$ cat config.mk
export PLATFORM = sky130hd
export DESIGN_NAME = multibyte_add_sequencer_flat
export DESIGN_NICKNAME = d
export VERILOG_FILES = /design/src/rtl/multibyte_add_sequencer_if.sv /design/src/rtl/multibyte_add_sequencer.sv /design/src/flat_wrapper.sv
export SDC_FILE = /design/constraint.sdc
export NUM_CORES = 1
export LEC_CHECK = 0
export ABC_AREA = 1
export CAP_MARGIN = 20
export CORE_ASPECT_RATIO = 0.5
export CORE_MARGIN = 8
export CORE_UTILIZATION = 50
export CTS_CLUSTER_DIAMETER = 50
export CTS_CLUSTER_SIZE = 28
export DETAILED_ROUTE_END_ITERATION = 10
export PLACE_DENSITY = 0.79
export SYNTH_ARGS = -nofsm -noshare
export SYNTH_HDL_FRONTEND = slang
export SYNTH_SLANG_ARGS = --single-unit
$ cat constraint.sdc
create_clock -name clk_i -period 5 [get_ports clk_i]
set_input_delay 0.5 -clock clk_i [delete_from_list [all_inputs] [get_ports clk_i]]
set_output_delay 0.5 -clock clk_i [all_outputs]
set_load 0.01 [all_outputs]
$ cat src/rtl/multibyte_add_sequencer_if.sv
// Operand/result handshake and external 8-bit adder hookup for multibyte_add_sequencer.
// The sequencer takes the slave modport; the environment and the adder side take the master modport.
interface multibyte_add_sequencer_if #(
  parameter int NBYTES = 4
);
  localparam int W = 8 * NBYTES;

  logic         start;
  logic [W-1:0] a_in;
  logic [W-1:0] b_in;
  logic         cin;
  logic         busy;
  logic         done;
  logic [W-1:0] sum;
  logic         cout;
  logic         ovf;
  logic [7:0]   add_a;
  logic [7:0]   add_b;
  logic         add_cin;
  logic [7:0]   add_y;
  logic         add_cout;

  modport master (
    output start, a_in, b_in, cin, add_y, add_cout,
    input  busy, done, sum, cout, ovf, add_a, add_b, add_cin
  );

  modport slave (
    input  start, a_in, b_in, cin, add_y, add_cout,
    output busy, done, sum, cout, ovf, add_a, add_b, add_cin
  );
endinterface

$ cat src/rtl/multibyte_add_sequencer.sv
// Feeds an external 8-bit ripple adder one byte per cycle (LSB first).
// Byte carries are chained, and the wide sum, carry and signed overflow are published on completion.
module multibyte_add_sequencer #(
  parameter int NBYTES = 4
) (
  input  logic                           clk_i,
  input  logic                           reset_i,
  multibyte_add_sequencer_if.slave       bus
);
  localparam int W    = 8 * NBYTES;
  localparam int IDXW = $clog2(NBYTES);

  typedef enum logic {
    ST_IDLE = 1'b0,
    ST_RUN  = 1'b1
  } state_e;

  state_e          state_q, state_d;
  logic [W-1:0]    a_q, a_d;
  logic [W-1:0]    b_q, b_d;
  logic [W-1:0]    acc_q, acc_d;
  logic [W-1:0]    sum_q, sum_d;
  logic [IDXW-1:0] idx_q, idx_d;
  logic            carry_q, carry_d;
  logic            cout_q, cout_d;
  logic            ovf_q, ovf_d;
  logic            done_q, done_d;
  logic            last_s;

  assign last_s = (idx_q == IDXW'(NBYTES - 1));

  // State register
  always_ff @(posedge clk_i or posedge reset_i) begin
    if (reset_i) begin
      state_q <= ST_IDLE;
    end else begin
      state_q <= state_d;
    end
  end

  // Next-state logic
  always_comb begin
    state_d = state_q;
    case (state_q)
      ST_IDLE: begin
        if (bus.start) begin
          state_d = ST_RUN;
        end else begin
          state_d = ST_IDLE;
        end
      end
      ST_RUN: begin
        if (last_s) begin
          state_d = ST_IDLE;
        end else begin
          state_d = ST_RUN;
        end
      end
      default: begin
        state_d = ST_IDLE;
      end
    endcase
  end

  // Adder drive and busy flag; the adder sees zeros whenever no run is in flight
  always_comb begin
    bus.busy    = 1'b0;
    bus.add_a   = 8'h00;
    bus.add_b   = 8'h00;
    bus.add_cin = 1'b0;
    case (state_q)
      ST_RUN: begin
        bus.busy    = 1'b1;
        bus.add_a   = a_q[{idx_q, 3'b000} +: 8];
        bus.add_b   = b_q[{idx_q, 3'b000} +: 8];
        bus.add_cin = carry_q;
      end
      ST_IDLE: begin
        bus.busy    = 1'b0;
      end
      default: begin
        bus.busy    = 1'b0;
      end
    endcase
  end

  // Datapath next-state: operand capture, byte accumulation and completion
  always_comb begin
    a_d     = a_q;
    b_d     = b_q;
    acc_d   = acc_q;
    sum_d   = sum_q;
    idx_d   = idx_q;
    carry_d = carry_q;
    cout_d  = cout_q;
    ovf_d   = ovf_q;
    done_d  = 1'b0;
    case (state_q)
      ST_IDLE: begin
        if (bus.start) begin
          a_d     = bus.a_in;
          b_d     = bus.b_in;
          carry_d = bus.cin;
          idx_d   = {IDXW{1'b0}};
        end else begin
          idx_d   = idx_q;
        end
      end
      ST_RUN: begin
        acc_d[{idx_q, 3'b000} +: 8] = bus.add_y;
        carry_d = bus.add_cout;
        idx_d   = idx_q + IDXW'(1);
        // The top byte goes straight from the adder into sum, so acc never has to hold it first
        if (last_s) begin
          sum_d  = {bus.add_y, acc_q[W-9:0]};
          cout_d = bus.add_cout;
          ovf_d  = (a_q[W-1] == b_q[W-1]) && (bus.add_y[7] != a_q[W-1]);
          done_d = 1'b1;
        end else begin
          done_d = 1'b0;
        end
      end
      default: begin
        done_d = 1'b0;
      end
    endcase
  end

  // Datapath registers
  always_ff @(posedge clk_i or posedge reset_i) begin
    if (reset_i) begin
      a_q     <= {W{1'b0}};
      b_q     <= {W{1'b0}};
      acc_q   <= {W{1'b0}};
      sum_q   <= {W{1'b0}};
      idx_q   <= {IDXW{1'b0}};
      carry_q <= 1'b0;
      cout_q  <= 1'b0;
      ovf_q   <= 1'b0;
      done_q  <= 1'b0;
    end else begin
      a_q     <= a_d;
      b_q     <= b_d;
      acc_q   <= acc_d;
      sum_q   <= sum_d;
      idx_q   <= idx_d;
      carry_q <= carry_d;
      cout_q  <= cout_d;
      ovf_q   <= ovf_d;
      done_q  <= done_d;
    end
  end

  assign bus.done = done_q;
  assign bus.sum  = sum_q;
  assign bus.cout = cout_q;
  assign bus.ovf  = ovf_q;
endmodule

$ cat src/flat_wrapper.sv
// flat-port wrapper written by rule: the top's interface ports become plain ports
module multibyte_add_sequencer_flat 
#(
  parameter int NBYTES = 4
)
  (clk_i, reset_i, bus_start, bus_a_in, bus_b_in, bus_cin, bus_add_y, bus_add_cout, bus_busy, bus_done, bus_sum, bus_cout, bus_ovf, bus_add_a, bus_add_b, bus_add_cin);
  multibyte_add_sequencer_if #(.NBYTES(NBYTES)) bus_i ();
  input  logic clk_i;
  input  logic reset_i;
  input wire logic [$bits(bus_i.start)-1:0] bus_start;
  input wire logic [$bits(bus_i.a_in)-1:0] bus_a_in;
  input wire logic [$bits(bus_i.b_in)-1:0] bus_b_in;
  input wire logic [$bits(bus_i.cin)-1:0] bus_cin;
  input wire logic [$bits(bus_i.add_y)-1:0] bus_add_y;
  input wire logic [$bits(bus_i.add_cout)-1:0] bus_add_cout;
  output wire logic [$bits(bus_i.busy)-1:0] bus_busy;
  output wire logic [$bits(bus_i.done)-1:0] bus_done;
  output wire logic [$bits(bus_i.sum)-1:0] bus_sum;
  output wire logic [$bits(bus_i.cout)-1:0] bus_cout;
  output wire logic [$bits(bus_i.ovf)-1:0] bus_ovf;
  output wire logic [$bits(bus_i.add_a)-1:0] bus_add_a;
  output wire logic [$bits(bus_i.add_b)-1:0] bus_add_b;
  output wire logic [$bits(bus_i.add_cin)-1:0] bus_add_cin;
  assign bus_i.start = bus_start;
  assign bus_i.a_in = bus_a_in;
  assign bus_i.b_in = bus_b_in;
  assign bus_i.cin = bus_cin;
  assign bus_i.add_y = bus_add_y;
  assign bus_i.add_cout = bus_add_cout;
  assign bus_busy = bus_i.busy;
  assign bus_done = bus_i.done;
  assign bus_sum = bus_i.sum;
  assign bus_cout = bus_i.cout;
  assign bus_ovf = bus_i.ovf;
  assign bus_add_a = bus_i.add_a;
  assign bus_add_b = bus_i.add_b;
  assign bus_add_cin = bus_i.add_cin;
  multibyte_add_sequencer #(.NBYTES(NBYTES)) u_core (.clk_i(clk_i), .reset_i(reset_i), .bus(bus_i));
endmodule
==> impl_summary.log <==
[metrics] status: finished clean
[metrics] clock sink count: 127
[metrics] unrepaired setup endpoints after global routing: false
[metrics] first-pass iteration count of the detailed router: 5
[metrics] die outline area: 15200 um^2
[metrics] highest clock rate: 315 MHz
[metrics] number of failing setup endpoints in the final timing report: 0
[metrics] sequential element share of the synthesized area: 56.1%
[metrics] arrival time at the worst endpoint: 2.67 ns
[metrics] final period utilization: 63.5%
[metrics] maximum vdd drop: 0.436 mV
[metrics] DR iter-0 viols: 349
[metrics] Avg WL per Cell: 14.9 um
[metrics] largest cells by area after synthesis: sky130_fd_sc_hd__dfrtp_1 (56%), sky130_fd_sc_hd__nand2_1 (13%), sky130_fd_sc_hd__inv_1 (6.9%)
[metrics] multi-input gate area in the final layout: 1780 um^2
[metrics] Via Count: 4703
[metrics] Sequential cell area: 3180 um^2
[metrics] total overflow reported by the global router: 0
[metrics] CTS Hold Bufs: 0
[metrics] critical path cell sequence: inv_4 -> nand2_1 -> nand3_1 -> a21oi_1 -> clkdlybuf4s50_1
[metrics] final-stage net count: 864
[metrics] number of distinct standard cells referenced by the synthesized netlist: 20
[metrics] count of final max-slew check failures: 0
[metrics] power after layout: 4.94 mW
[metrics] prevailing post-synth register cell: sky130_fd_sc_hd__dfrtp_1
[metrics] critical path class: reg2out
[metrics] largest net degree at the start of global routing: 108
[metrics] clock tree from TritonCTS: built
[metrics] post-synth top area share: 56.1%
[metrics] Setup crit end kind: output pin
[metrics] Initial Util: 51.4%
[metrics] maximum net fanout on the critical path: 38
[metrics] Placed Area: 6880 um^2
[metrics] clock-pin slew on the worst setup and hold paths: 0.06 ns
[metrics] final antenna-violating net count: 0
[metrics] EDFF count, synth: 0
[metrics] warnings from Yosys: 0
[metrics] CP max stage delay: 0.87 ns
[metrics] number of cells upsized or downsized after cts: 0
[metrics] via count normalized by instance count: 5.00
[metrics] worst-margin pin slew: 0.814 ns
[metrics] total of flip-flops plus latches after synthesis: 127
[metrics] number of levels in the clock H-tree: 4
[metrics] number of rows in the core area: 27
[metrics] wire length of the first global-routing pass: 23400 um
[metrics] max cap viols: 0
[metrics] number of I/O port buffers: 129
[metrics] routability cong.: 0.831
[metrics] number of cells produced by synthesis: 664
[metrics] Critical-path top delay cell: sky130_fd_sc_hd__dfrtp_1
[metrics] relative slew slack: 45.7%
[metrics] final wirelength: 14000 um
[metrics] number of buffers inserted by post-CTS setup repair: 0
[metrics] CP startpoint kind: flip-flop
[metrics] synthesized area per cell: 8.53 um^2
[metrics] remaining routing DRC violations: 0
[metrics] Fin Clk Skew: 0.00695 ns
[metrics] PwrDens: 659 nW/um^2
[metrics] LEAKAGE: 3.50 nW
[metrics] Fill cells: 884
[metrics] leading area contributor after synthesis: sky130_fd_sc_hd__dfrtp_1
[metrics] Syn Nets: 746
[metrics] io pins: 130
[metrics] Non-Filler Cell Area, Final: 7490 um^2
[metrics] final antenna diode count: 0
[metrics] endpoints failing hold: 0
[metrics] total clock buffers created by CTS: 17
[metrics] overall global routing resource usage: 18.8%
[metrics] clock tree buffer depth: 2
[metrics] post-synthesis instance area: 5660 um^2
[metrics] antenna violations before repair: 0
[metrics] sum of negative setup slack: 0 ns
[metrics] width of the die: 167 um
[metrics] vias in the first global route: 4866
[metrics] later-pin clock latency in the skew report: 0.41 ns
[metrics] final period demand of the worst path: 3.17 ns
[metrics] Root Driver: sky130_fd_sc_hd__clkbuf_16
[metrics] layout cells sized above 1: 5.91%
[metrics] class of the worst hold path: reg2reg
[metrics] CP required: 4.50 ns
[metrics] die extent in y: 91.3 um
[metrics] worst hold-check slack: 0.482 ns
[metrics] synthesis-to-layout area growth: 32.3%
[metrics] core area: 11000 um^2
[metrics] ys async rst share: 100%
[metrics] half-perimeter wire length after placement: 9840 um
## worst paths after layout
path                                   start                  to  slack [ns]  cells after the start
setup / recovery             u_core.idx_q[0]        bus_add_b[5]        1.83                      5
hold / removal             u_core.bus.sum[0]   u_core.bus.sum[0]        0.48                      2
setup reg to reg             u_core.idx_q[0]     u_core.acc_q[4]        2.65                      7
hold reg to reg            u_core.bus.sum[0]   u_core.bus.sum[0]        0.48                      2
max in group asynchronous            reset_i  u_core.bus.sum[21]        3.43                      3
min in group asynchronous            reset_i     u_core.bus.done        0.57                      2
## area by class of cell
type	instances	share of cell area, %
Timing Repair Buffer	135	18.2
Clock buffer	17	5.68
Clock inverter	15	1.97
Tap cell	145	2.42
Multi-Input combinational cell	392	23.8
Inverter	109	5.53
Sequential cell	127	42.4
## state kept, by name, summed over array words and instances, names as in the netlist
signal and cells:
u_core.bus.done 1, u_core.acc_q 24, u_core.a_q 32, u_core.bus.ovf 1, u_core.state_q 1, u_core.bus.sum 32
u_core.idx_q 2, u_core.bus.cout 1, u_core.b_q 32, u_core.carry_q 1
## where the power goes
group	leakage [nW]	switching, mW	internal, mW	total (mW)
Clock	0.278	0.460	0.729	1.19
Combinational	1.59	1.15	0.892	2.04
Sequential	1.63	0.221	1.48	1.71
## cells in the mapped netlist, types with 4 or more instances
cell type	count
sky130_fd_sc_hd__buf_6	16
sky130_fd_sc_hd__clkbuf_1	4
sky130_fd_sc_hd__nor2_1	10
sky130_fd_sc_hd__o21ai_0	48
sky130_fd_sc_hd__dfrtp_1	127
sky130_fd_sc_hd__nand3_1	37
sky130_fd_sc_hd__a21oi_1	16
sky130_fd_sc_hd__o22ai_1	17
sky130_fd_sc_hd__inv_2	4
sky130_fd_sc_hd__buf_4	6
sky130_fd_sc_hd__ha_1	5
sky130_fd_sc_hd__o21ai_1	59
sky130_fd_sc_hd__buf_2	8
sky130_fd_sc_hd__nand2_1	197
sky130_fd_sc_hd__inv_1	104
## per-stage QoR
stage                     utilization (%)  instances  setup WS [ns]
after detailed placement             62.5        906           2.28
after global placement               62.5        906           2.35
after global routing                 68.0        940           1.67
after CTS                            67.7        938           1.82
final                                68.0        940           1.83
after floorplan                         -        664           1.12
## placed cells by master, fill, tap and decap left out, drive strengths merged
master	netlist	final
dfrtp	127	127
o21ai	107	107
clkbuf	6	17
clkinv	0	10
o22ai	17	17
bufinv	0	2
nand3	37	37
nand2	198	198
inv	109	109
a21oi	16	16
ha	5	5
nor2	12	12
clkinvlp	0	3
clkdlybuf4s50	0	129
buf	30	6
## critical path: cells and delay by family (launching register included)
kind | cells | cell delay (ns)
flops | 1 | 0.87
buf+inv | 2 | 0.90
compound gates | 1 | 0.23
simple gates | 2 | 0.26
## logic make-up (layout without fill, tap and decap cells)
family | count (synthesis) | count (layout) | share of synthesized area (%)
AND/OR/NAND/NOR | 247 | 247 | 17.6
buffers and inverters | 145 | 276 | 12.4
AO/OA/AOI/OAI | 140 | 140 | 12.7
flip-flops | 127 | 127 | 56.1
adder cells (fa/ha/maj) | 5 | 5 | 1.10
## routing by layer
layer	track usage (%)	vias up	part of all wire, %
met5	0	-	0
met4	6.85	0	1.6
li1	-	2309	-
met3	5.27	21	5.4
met1	22.9	2244	45
met2	31.8	129	48
Power figures use the tool's default switching activity.
==> RTL edit, RTL diff (same flow settings) <==
`NBYTES` is set to 4 in 3 places; all go to 2.
--- a/src/rtl/multibyte_add_sequencer_if.sv
+++ b/src/rtl/multibyte_add_sequencer_if.sv
@@ -2,5 +2,5 @@
 // The sequencer takes the slave modport; the environment and the adder side take the master modport.
 interface multibyte_add_sequencer_if #(
-  parameter int NBYTES = 4
+  parameter int NBYTES = 2
 );
   localparam int W = 8 * NBYTES;
--- a/src/rtl/multibyte_add_sequencer.sv
+++ b/src/rtl/multibyte_add_sequencer.sv
@@ -2,5 +2,5 @@
 // Byte carries are chained, and the wide sum, carry and signed overflow are published on completion.
 module multibyte_add_sequencer #(
-  parameter int NBYTES = 4
+  parameter int NBYTES = 2
 ) (
   input  logic                           clk_i,
--- a/src/flat_wrapper.sv
+++ b/src/flat_wrapper.sv
@@ -2,5 +2,5 @@
 module multibyte_add_sequencer_flat 
 #(
-  parameter int NBYTES = 4
+  parameter int NBYTES = 2
 )
   (clk_i, reset_i, bus_start, bus_a_in, bus_b_in, bus_cin, bus_add_y, bus_add_cout, bus_busy, bus_done, bus_sum, bus_cout, bus_ovf, bus_add_a, bus_add_b, bus_add_cin);
Interface: changed (resized bus_a_in, bus_b_in and bus_sum); port bits go from 130 to 82. The function was not compared with the original's and may differ.
==> RTL edit against the unedited design <==
- total power is 55% lower
- non-clock buffer count is 53 lower
- sequential cell count decreased by 65
- routed wire length shrank 56%
- setup slack got worse by 0.053 ns
- final cell count fell by 52%
- combinational power is 54% lower
- area after synthesis fell by 55%
- critical path type unchanged
- final area down 53%
==> RTL edit: results (changes against the unedited design) <==
- Signal inverters: 32 (was 109)
- R2r endpoint: u_core.b_q[8]$_DFFE_PP0P_ (was u_core.acc_q[4]$_DFFE_PP0P_)
- Global-route wire length before repair: 10.1 mm (was 23.4 mm)
- Final HPWL DP: 4.38 mm (was 9.84 mm)
- Synth Area in Compound Gates: 9.26% (was 12.7%)
- Run status: finished, final reports clean (unchanged)
- Non-Filler Instances: 448 (was 940)
- Synth cell count leaders: nand2_1, dfrtp_1, o21ai_0 (was nand2_1, dfrtp_1, inv_1)
- Pre-CTS WS: 2.14 ns (was 2.28 ns)
- Total GRT Usage: 17.2% (was 18.8%)
- Clk_skew: 0.00715 ns (was 0.00695 ns)
- DR pass1 iterations: 4 (was 5)
- NonClk Buf Share: 23.1% (was 18.2%)
- CTS buffer count: 9 (was 17)
- Part of the Yosys area used for sequential elements: 61.4% (was 56.1%)
- Largest net degree at the start of global routing: 63 (was 108)
- CTS H-tree depth: 3 (was 4)
- R2r setup slk: 3.03 ns (was 2.65 ns)
- LEAKAGE: 1.73 nW (was 3.50 nW)
- Top post-synthesis cells by area: dfrtp_1, nand2_1, o21ai_0 (was dfrtp_1, nand2_1, inv_1)
- Placement-stage cell area: 0.00336 mm2 (was 0.00688 mm2)
- Final #Nets: 418 (was 864)
- Util after Layout: 72.4% (was 68.0%)
- Peak VDD IR: 0.317 mV (was 0.436 mV)
- Multi-input combinational area share: 22.2% (was 23.8%)
- Non-clock buffers: 82 (was 135)
- Vias in the first global route: 2,185 (was 4,866)
- Clock buffer cells: 10 (was 17)
- Sequential power: 0.000875 W (was 0.00171 W)
- Worst Reg-to-Reg Cells: 4 (was 7)
- Mapped Cells: 294 (was 664)
- Clock Latency Late Sink: 0.34 ns (was 0.41 ns)
- Syn nets: 339 (was 746)
- Crit path largest cell delay: 0.63 ns (was 0.87 ns)
- Clk tree area frac: 4.95% (was 7.65%)
- Register share of the cell area: 43.9% (was 42.4%)
- Starting DRC count in detailed routing: 128 (was 349)
- FF+latch count: 62 (was 127)
- Cell variety after synth: 13 (was 20)
- Comb_multi_in: 186 (was 392)
- CP max FO: 34 (was 38)
- RD Place Congestion: 0.766 (was 0.831)
- CTS root buf: clkbuf_8 (was clkbuf_16)
- GR met1 Demand/Resource: 19.3% (was 22.9%)
- Port bufs: 81 (was 129)
- Ratio of cells with drive above 1 in the final layout: 6.08% (was 5.91%)
RTL edit: layer usage:
layer  routed length (um)  vias to the layer above
met5                    0                        -
met4                  107                        0
met3                  358                       12
met2                 3160                       54
met1                 2550                     1042
li1                     -                     1066
RTL edit: worst max path at each step:
stage	startpoint	to	slack [ns]	depth (start not counted)
2_1_floorplan	reset_i	u_core.a_q[0]$_DFFE_PP0P_	2.96	1
3_3_place_gp	u_core.state_q$_DFF_PP0_	bus_add_a[7]	2.27	5
3_5_place_dp	u_core.state_q$_DFF_PP0_	bus_add_b[1]	2.14	5
4_1_cts	u_core.state_q$_DFF_PP0_	bus_add_b[1]	1.75	5
5_1_grt	u_core.state_q$_DFF_PP0_	bus_add_b[1]	1.52	5
6_report	u_core.state_q$_DFF_PP0_	bus_add_b[1]	1.77	5
RTL edit: worst max-delay path, delay by kind of cell, from the launching register on:
kind | cells | cell delay [ns]
simple gates | 2 | 0.57
buf+inv | 2 | 1.06
flops | 1 | 0.63
compound gates | 1 | 0.12
